===== src/rtl/uart_core_param.sv =====
// uart_core_param: UART TX/RX engine with TX/RX FIFOs, runtime frame format and baud divisor.
module uart_core_param #(
  parameter int DATA_W      = 8,
  parameter int FIFO_DEPTH  = 16,
  parameter int OVERSAMPLE  = 16,
  parameter int DIV_W       = 16,
  parameter int SYNC_STAGES = 2
) (
  input  logic                            clk,
  input  logic                            rst,
  input  logic [DIV_W-1:0]                cfg_div_i,
  input  logic [$clog2(DATA_W+1)-1:0]     cfg_bits_i,
  input  logic                            cfg_par_en_i,
  input  logic                            cfg_par_odd_i,
  input  logic                            cfg_stop2_i,
  input  logic [$clog2(FIFO_DEPTH):0]     cfg_rx_thr_i,
  input  logic [2:0]                      cfg_ie_i,
  input  logic [DATA_W-1:0]               tx_data_i,
  input  logic                            tx_valid_i,
  output logic                            tx_ready_o,
  output logic [DATA_W+1:0]               rx_data_o,
  output logic                            rx_valid_o,
  input  logic                            rx_ready_i,
  input  logic                            err_clr_i,
  output logic [$clog2(FIFO_DEPTH):0]     tx_level_o,
  output logic [$clog2(FIFO_DEPTH):0]     rx_level_o,
  output logic                            tx_busy_o,
  output logic [2:0]                      err_o,
  output logic                            irq_o,
  input  logic                            rx_i,
  output logic                            tx_o
);
  localparam int BW = $clog2(DATA_W+1);
  localparam int LW = $clog2(FIFO_DEPTH)+1;
  localparam int AW = $clog2(FIFO_DEPTH);
  localparam int OW = $clog2(OVERSAMPLE);
  localparam logic [2:0] S_IDLE = 3'd0, S_START = 3'd1, S_DATA = 3'd2, S_PAR = 3'd3, S_STOP = 3'd4, S_LOAD = 3'd5;
  logic [DIV_W-1:0]       r_div_cnt, w_div_max;
  logic                   w_tick;
  logic [BW-1:0]          w_bits;
  logic [DATA_W-1:0]      w_mask;
  logic [DATA_W-1:0]      r_txm [FIFO_DEPTH];
  logic [DATA_W+1:0]      r_rxm [FIFO_DEPTH];
  logic [AW-1:0]          r_tx_wp, r_tx_rp, r_rx_wp, r_rx_rp;
  logic [LW-1:0]          r_tx_lvl, r_rx_lvl;
  logic                   w_txf_empty, w_txf_full, w_rxf_empty, w_rxf_full, w_tx_wr, w_rx_wr, w_rx_rd;
  logic [2:0]             r_tx_st, r_rx_st;
  logic [OW-1:0]          r_tx_os, r_rx_os;
  logic [BW-1:0]          r_tx_bit, r_tx_bits, r_rx_bit, r_rx_bits;
  logic [DATA_W-1:0]      r_tx_sh, r_rx_sh, w_txf_data;
  logic                   r_tx_par, r_tx_pen, r_tx_stop2, w_tx_os_last, w_tx_end, w_tx_pop;
  logic [SYNC_STAGES-1:0] r_sync;
  logic                   w_rx, r_rx_prev, w_fall, r_rx_pen, r_rx_pacc, r_rx_perr, w_rx_os_last, w_rx_push;
  logic [DATA_W+1:0]      w_rx_word;
  logic [2:0]             r_err, w_err_set;
  logic                   r_irq;
  assign w_div_max    = (cfg_div_i == '0) ? DIV_W'(1) : cfg_div_i;
  assign w_tick       = r_div_cnt >= w_div_max - DIV_W'(1);
  assign w_bits       = (cfg_bits_i < BW'(5)) ? BW'(5) : (cfg_bits_i > BW'(DATA_W)) ? BW'(DATA_W) : cfg_bits_i;
  assign w_mask       = ~({DATA_W{1'b1}} << w_bits);
  assign w_txf_empty  = r_tx_lvl == '0;
  assign w_txf_full   = r_tx_lvl == LW'(FIFO_DEPTH);
  assign w_rxf_empty  = r_rx_lvl == '0;
  assign w_rxf_full   = r_rx_lvl == LW'(FIFO_DEPTH);
  assign w_tx_wr      = tx_valid_i && !w_txf_full;
  assign w_rx_rd      = rx_ready_i && !w_rxf_empty;
  assign w_rx_wr      = w_rx_push && (!w_rxf_full || w_rx_rd);
  assign w_txf_data   = r_txm[r_tx_rp];
  assign tx_ready_o   = !w_txf_full;
  assign rx_valid_o   = !w_rxf_empty;
  assign rx_data_o    = r_rxm[r_rx_rp];
  assign tx_level_o   = r_tx_lvl;
  assign rx_level_o   = r_rx_lvl;
  assign tx_busy_o    = r_tx_st != S_IDLE;
  assign err_o        = r_err;
  assign irq_o        = r_irq;
  assign w_tx_os_last = r_tx_os == OW'(OVERSAMPLE-1);
  assign w_tx_end     = r_tx_st == S_STOP && w_tick && w_tx_os_last && r_tx_bit == BW'(r_tx_stop2);
  assign w_tx_pop     = (r_tx_st == S_IDLE || w_tx_end) && !w_txf_empty;
  assign tx_o         = (r_tx_st == S_START) ? 1'b0 : (r_tx_st == S_DATA) ? r_tx_sh[0] : (r_tx_st == S_PAR) ? r_tx_par : 1'b1;
  assign w_rx         = r_sync[SYNC_STAGES-1];
  assign w_fall       = r_rx_prev && !w_rx;
  assign w_rx_os_last = r_rx_os == OW'(OVERSAMPLE-1);
  assign w_rx_push    = r_rx_st == S_STOP && w_tick && w_rx_os_last;
  assign w_rx_word    = {!w_rx, r_rx_perr, r_rx_sh >> (BW'(DATA_W) - r_rx_bits)};
  assign w_err_set    = {w_rx_push && w_rxf_full && !w_rx_rd, w_rx_push && !w_rx, w_rx_push && r_rx_perr};
  always_ff @(posedge clk) begin
    if (w_tx_wr) r_txm[r_tx_wp] <= tx_data_i;
    if (w_rx_wr) r_rxm[r_rx_wp] <= w_rx_word;
  end
  always_ff @(posedge clk or posedge rst)
    if (rst) begin
      r_div_cnt <= '0;
      r_tx_wp <= '0; r_tx_rp <= '0; r_tx_lvl <= '0;
      r_rx_wp <= '0; r_rx_rp <= '0; r_rx_lvl <= '0;
      r_err <= '0; r_irq <= 1'b0;
    end else begin
      r_div_cnt <= w_tick ? '0 : r_div_cnt + DIV_W'(1);
      r_tx_wp <= r_tx_wp + AW'(w_tx_wr);
      r_tx_rp <= r_tx_rp + AW'(w_tx_pop);
      r_tx_lvl <= r_tx_lvl + LW'(w_tx_wr) - LW'(w_tx_pop);
      r_rx_wp <= r_rx_wp + AW'(w_rx_wr);
      r_rx_rp <= r_rx_rp + AW'(w_rx_rd);
      r_rx_lvl <= r_rx_lvl + LW'(w_rx_wr) - LW'(w_rx_rd);
      r_err <= (err_clr_i ? 3'b000 : r_err) | w_err_set;
      r_irq <= (cfg_ie_i[0] && rx_level_o >= cfg_rx_thr_i && cfg_rx_thr_i != '0) ||
               (cfg_ie_i[1] && tx_level_o == '0 && !tx_busy_o) || (cfg_ie_i[2] && |r_err);
    end
  // A pop at the end of STOP chains straight into START so back-to-back frames have no gap.
  always_ff @(posedge clk or posedge rst)
    if (rst) begin
      r_tx_st <= S_IDLE; r_tx_os <= '0; r_tx_bit <= '0; r_tx_bits <= '0;
      r_tx_sh <= '0; r_tx_par <= 1'b0; r_tx_pen <= 1'b0; r_tx_stop2 <= 1'b0;
    end else if (w_tx_pop) begin
      r_tx_sh <= w_txf_data;
      r_tx_par <= ^(w_txf_data & w_mask) ^ cfg_par_odd_i;
      r_tx_bits <= w_bits; r_tx_pen <= cfg_par_en_i; r_tx_stop2 <= cfg_stop2_i;
      r_tx_os <= '0; r_tx_bit <= '0;
      r_tx_st <= (r_tx_st == S_IDLE) ? S_LOAD : S_START;
    end else if (r_tx_st == S_LOAD) begin
      if (w_tick) r_tx_st <= S_START;
    end else if (r_tx_st != S_IDLE && w_tick) begin
      r_tx_os <= r_tx_os + OW'(1);
      if (w_tx_os_last) begin
        r_tx_os <= '0;
        r_tx_bit <= '0;
        if (r_tx_st == S_START) r_tx_st <= S_DATA;
        else if (r_tx_st == S_DATA) begin
          r_tx_sh <= r_tx_sh >> 1;
          if (r_tx_bit == r_tx_bits - BW'(1)) r_tx_st <= r_tx_pen ? S_PAR : S_STOP;
          else r_tx_bit <= r_tx_bit + BW'(1);
        end else if (r_tx_st == S_PAR) r_tx_st <= S_STOP;
        else if (r_tx_bit == BW'(r_tx_stop2)) r_tx_st <= S_IDLE;
        else r_tx_bit <= r_tx_bit + BW'(1);
      end
    end
  // The frame is pushed at the first stop-bit sample; any second stop bit is just idle line to RX.
  always_ff @(posedge clk or posedge rst)
    if (rst) begin
      r_sync <= '1; r_rx_prev <= 1'b1;
      r_rx_st <= S_IDLE; r_rx_os <= '0; r_rx_bit <= '0; r_rx_bits <= '0;
      r_rx_sh <= '0; r_rx_pen <= 1'b0; r_rx_pacc <= 1'b0; r_rx_perr <= 1'b0;
    end else begin
      r_sync <= SYNC_STAGES'({r_sync, rx_i});
      r_rx_prev <= w_rx;
      if (r_rx_st == S_IDLE) begin
        if (w_fall) begin
          r_rx_st <= S_START; r_rx_os <= '0; r_rx_bit <= '0; r_rx_sh <= '0;
          r_rx_bits <= w_bits; r_rx_pen <= cfg_par_en_i; r_rx_pacc <= cfg_par_odd_i; r_rx_perr <= 1'b0;
        end
      end else if (w_tick) begin
        r_rx_os <= r_rx_os + OW'(1);
        if (r_rx_st == S_START) begin
          if (r_rx_os == OW'(OVERSAMPLE/2-1)) begin
            r_rx_os <= '0;
            r_rx_st <= w_rx ? S_IDLE : S_DATA;
          end
        end else if (w_rx_os_last) begin
          r_rx_os <= '0;
          if (r_rx_st == S_DATA) begin
            r_rx_sh <= {w_rx, r_rx_sh[DATA_W-1:1]};
            r_rx_pacc <= r_rx_pacc ^ w_rx;
            r_rx_bit <= r_rx_bit + BW'(1);
            if (r_rx_bit == r_rx_bits - BW'(1)) r_rx_st <= r_rx_pen ? S_PAR : S_STOP;
          end else if (r_rx_st == S_PAR) begin
            r_rx_perr <= w_rx != r_rx_pacc;
            r_rx_st <= S_STOP;
          end else r_rx_st <= S_IDLE;
        end
      end
    end
endmodule

===== config.mk =====
export PLATFORM = sky130hd
export DESIGN_NAME = uart_core_param
export DESIGN_NICKNAME = d
export VERILOG_FILES = /design/src/rtl/uart_core_param.sv
export SDC_FILE = /design/constraint.sdc
export NUM_CORES = 1
export LEC_CHECK = 0
export ABC_AREA = 1
export CAP_MARGIN = 5
export CORE_ASPECT_RATIO = 0.7
export CORE_MARGIN = 2
export CORE_UTILIZATION = 28
export DETAILED_ROUTE_END_ITERATION = 6
export SLEW_MARGIN = 20
export SYNTH_ARGS = -nofsm -noshare
export SYNTH_HDL_FRONTEND = slang
export SYNTH_SLANG_ARGS = --single-unit

===== constraint.sdc =====
create_clock -name clk -period 3.5 [get_ports clk]
set_input_delay 0.35 -clock clk [delete_from_list [all_inputs] [get_ports clk]]
set_output_delay 0.35 -clock clk [all_outputs]
set_load 0.005 [all_outputs]

==> flow_metrics.env <==
export IMPL_synth_area_mm2=0.0178
export IMPL_worstSetupStartpointType="input pin"
export IMPL_fp_dieW_um=306
export IMPL_worstPathRequired_ns=3.92
export IMPL_worstHoldPathType="in2reg"
export IMPL_relSlewSlack_pct=39.2
export IMPL_ys_flop_type="edfxtp_1"
export IMPL_dpl_hpwl_um=29300
export IMPL_worst_slew_pin_slew_ns=0.909
export IMPL_drt_pass1_iterations=7
export IMPL_io_buffers=72
export IMPL_cap_viol_max_count=0
export IMPL_synth_top_area_share_pct=48.5
export IMPL_p_per_area_mw_per_mm2=748
export IMPL_area_delta_synth_final_pct=21.1
export IMPL_skew_ns=0.0229
export IMPL_rsz0062_at_grt="yes"
export IMPL_viasPerCell=4.68
export IMPL_synth_cell_types=48
export IMPL_arrival_ns=3.83
export IMPL_synth_top_cell_by_area="edfxtp_1"
export IMPL_postRouteAntennaNets=0
export IMPL_grt_use_total_pct=13.3
export IMPL_row_count=77
export IMPL_io_pins=73
export IMPL_synth_async_reset_ratio_pct=26.0
export IMPL_root_buffer="clkbuf_16"
export IMPL_drive_above_1_share_pct=13.3
export IMPL_first_global_vias=12700
export IMPL_fmax_mhz=293
export IMPL_layout_nets=1995
export IMPL_cp_max_fo=5
export IMPL_diodes=0
export IMPL_gp_congestion=0.825
export IMPL_cts_buffers=38
export IMPL_htreeDepth=2
export IMPL_yosys_top_cells_count="nand2_1 (431), edfxtp_1 (288), nor2_1 (196)"
export IMPL_clock_path_buffers=3
export IMPL_grt_pass1_wl_um=70000
export IMPL_path_delay_family="adder cells"
export IMPL_numClockSinks=389
export IMPL_grt_max_degree=61
export IMPL_min_period_ns=3.42
export IMPL_design_power_total_mw=16.2
export IMPL_dieArea_mm2=0.0658
export IMPL_holdBufCountCts=0
export IMPL_dp_slack_ns=-0.993
export IMPL_r2r_cells=20
export IMPL_final_setup_viol_count=0
export IMPL_hold_viol_final=0
export IMPL_vias=12900
export IMPL_worstHoldPathCells=1
export IMPL_crit_buf_inv=6
export IMPL_synth_most_common_cell="nand2_1"
export IMPL_cp_depth=26
export IMPL_synth_nets=1834
export IMPL_drc_errors=0
export IMPL_antenna_found_initial=1
export IMPL_die_height_um=215
export IMPL_synth_edff_count=288
export IMPL_synth_area_leaders="edfxtp_1 (48%), dfrtp_1 (14%), nand2_1 (9.1%)"
export IMPL_synth_seq_cells=389
export IMPL_period_share_pct=97.6
export IMPL_syn_inst=1738
export IMPL_yosysSeqAreaShare_pct=62.7
export IMPL_maxSlewViolCount=0
export IMPL_worstSetupPathType="in2reg"
export IMPL_drt_iter0_drc=1045
export IMPL_wl_um=43700
export IMPL_vdd_ir_drop_max_mv=0.466
export IMPL_whs_ns=0.287
export IMPL_cp_slowest_cell="fa_2"
export IMPL_initial_core_util_pct=28.3
export IMPL_postSynthAreaPerCell_um2=10.3
export IMPL_status="finished clean"
export IMPL_max_stage_delay_ns=0.37
export IMPL_wl_per_cell_um=15.8
export IMPL_cts_tree="done"
export IMPL_final_core_utilization_pct=34.2
export IMPL_setup_ws_ns=0.0839
export IMPL_overflow=0
export IMPL_yosys_warnings=0
export IMPL_worstSetupEndpointType="register"
export IMPL_core_mm2=0.0631
export IMPL_clk_latency_ns=0.55
export IMPL_p_leak_nw=8.61
export IMPL_clk_pin_slew_ns=0.06
## cells in the final DEF, fill, tap and decap left out, types with 12 or more instances in the layout
| master | netlist | final |
|---|---|---|
| a21oi_1 | 66 | 63 |
| inv_2 | 8 | 13 |
| xnor2_1 | 12 | 12 |
| buf_4 | 3 | 100 |
| nor2_1 | 196 | 187 |
| dfrtp_1 | 98 | 96 |
| nand3_1 | 109 | 108 |
| a221oi_1 | 13 | 13 |
| xor2_1 | 32 | 31 |
| o22ai_1 | 16 | 16 |
| o21ai_0 | 116 | 113 |
| inv_1 | 136 | 128 |
| edfxtp_1 | 288 | 288 |
| clkbuf_16 | 0 | 38 |
| nand4_1 | 16 | 16 |
| clkdlybuf4s50_1 | 0 | 56 |
| nand2_1 | 431 | 420 |
| ha_1 | 49 | 44 |
## final timing paths
check,slack (ns),end,start
max in group asynchronous,2.32,r_sync[0],rst
min in group asynchronous,0.34,r_tx_wp[1],rst
min reg2reg,0.36,r_sync[1],r_sync[0]
min,0.29,r_sync[0],rx_i
max reg2reg,0.63,tx_level_o[4],r_div_cnt[3]
max,0.08,tx_level_o[4],cfg_div_i[12]
## what timing repair did
action                                  4_1_cts  5_1_grt
buffers inserted                              5        5
resized for setup                            38       56
endpoints found under the setup margin      171      170
pin swaps                                    25       34
## state kept, by name (all words and copies together), names as in the netlist, 5 cells and up
name,count
r_tx_sh,8
r_txm,128
r_rxm,160
rx_level_o,5
tx_level_o,5
r_div_cnt,16
r_rx_sh,8
## final cells by class
type                            instances  area [um2]
Fill cell                            6247       41500
Sequential cell                       389       11200
Multi-Input combinational cell       1144        6040
Timing Repair Buffer                  175        1520
Tap cell                              829        1040
Clock buffer                           49        1010
Inverter                              151         579
Clock inverter                         21         226
## report_power, final
group | switching (mW) | internal [mW]
sequential | 0.507 | 5.46
clock | 1.79 | 2.36
combinational | 3.76 | 2.28
## per-layer routing
layer  track usage (%)  up-vias  wire length [um]
li1                  -     6267                 -
met2              20.0      351             19100
met3              2.35       60              2450
met4              3.02        2               816
met5                 0        -                14
met1              19.7     6233             21300
## per-stage QoR
stage                     cells  instance area [um2]  setup TNS (ns)
final                      2758                21600               0
after global routing       2758                21600          -0.267
after CTS                  2753                21500         -0.0720
after global placement     2678                20200         -120.22
after detailed placement   2678                20200         -125.20
after floorplan            1738                17900          -0.934
## cell families after synthesis
kind of cell               Yosys count  synth area share (%)
xor gates and xnor gates            44                  2.16
and+or+nand+nor                    788                  18.2
buffers and inverters              205                  4.79
DFF                                389                  62.7
AOI/OAI and AO/OA                  261                  8.45
adders and majority gates           51                  3.66
Note: power is estimated with default switching activity, not from simulation.
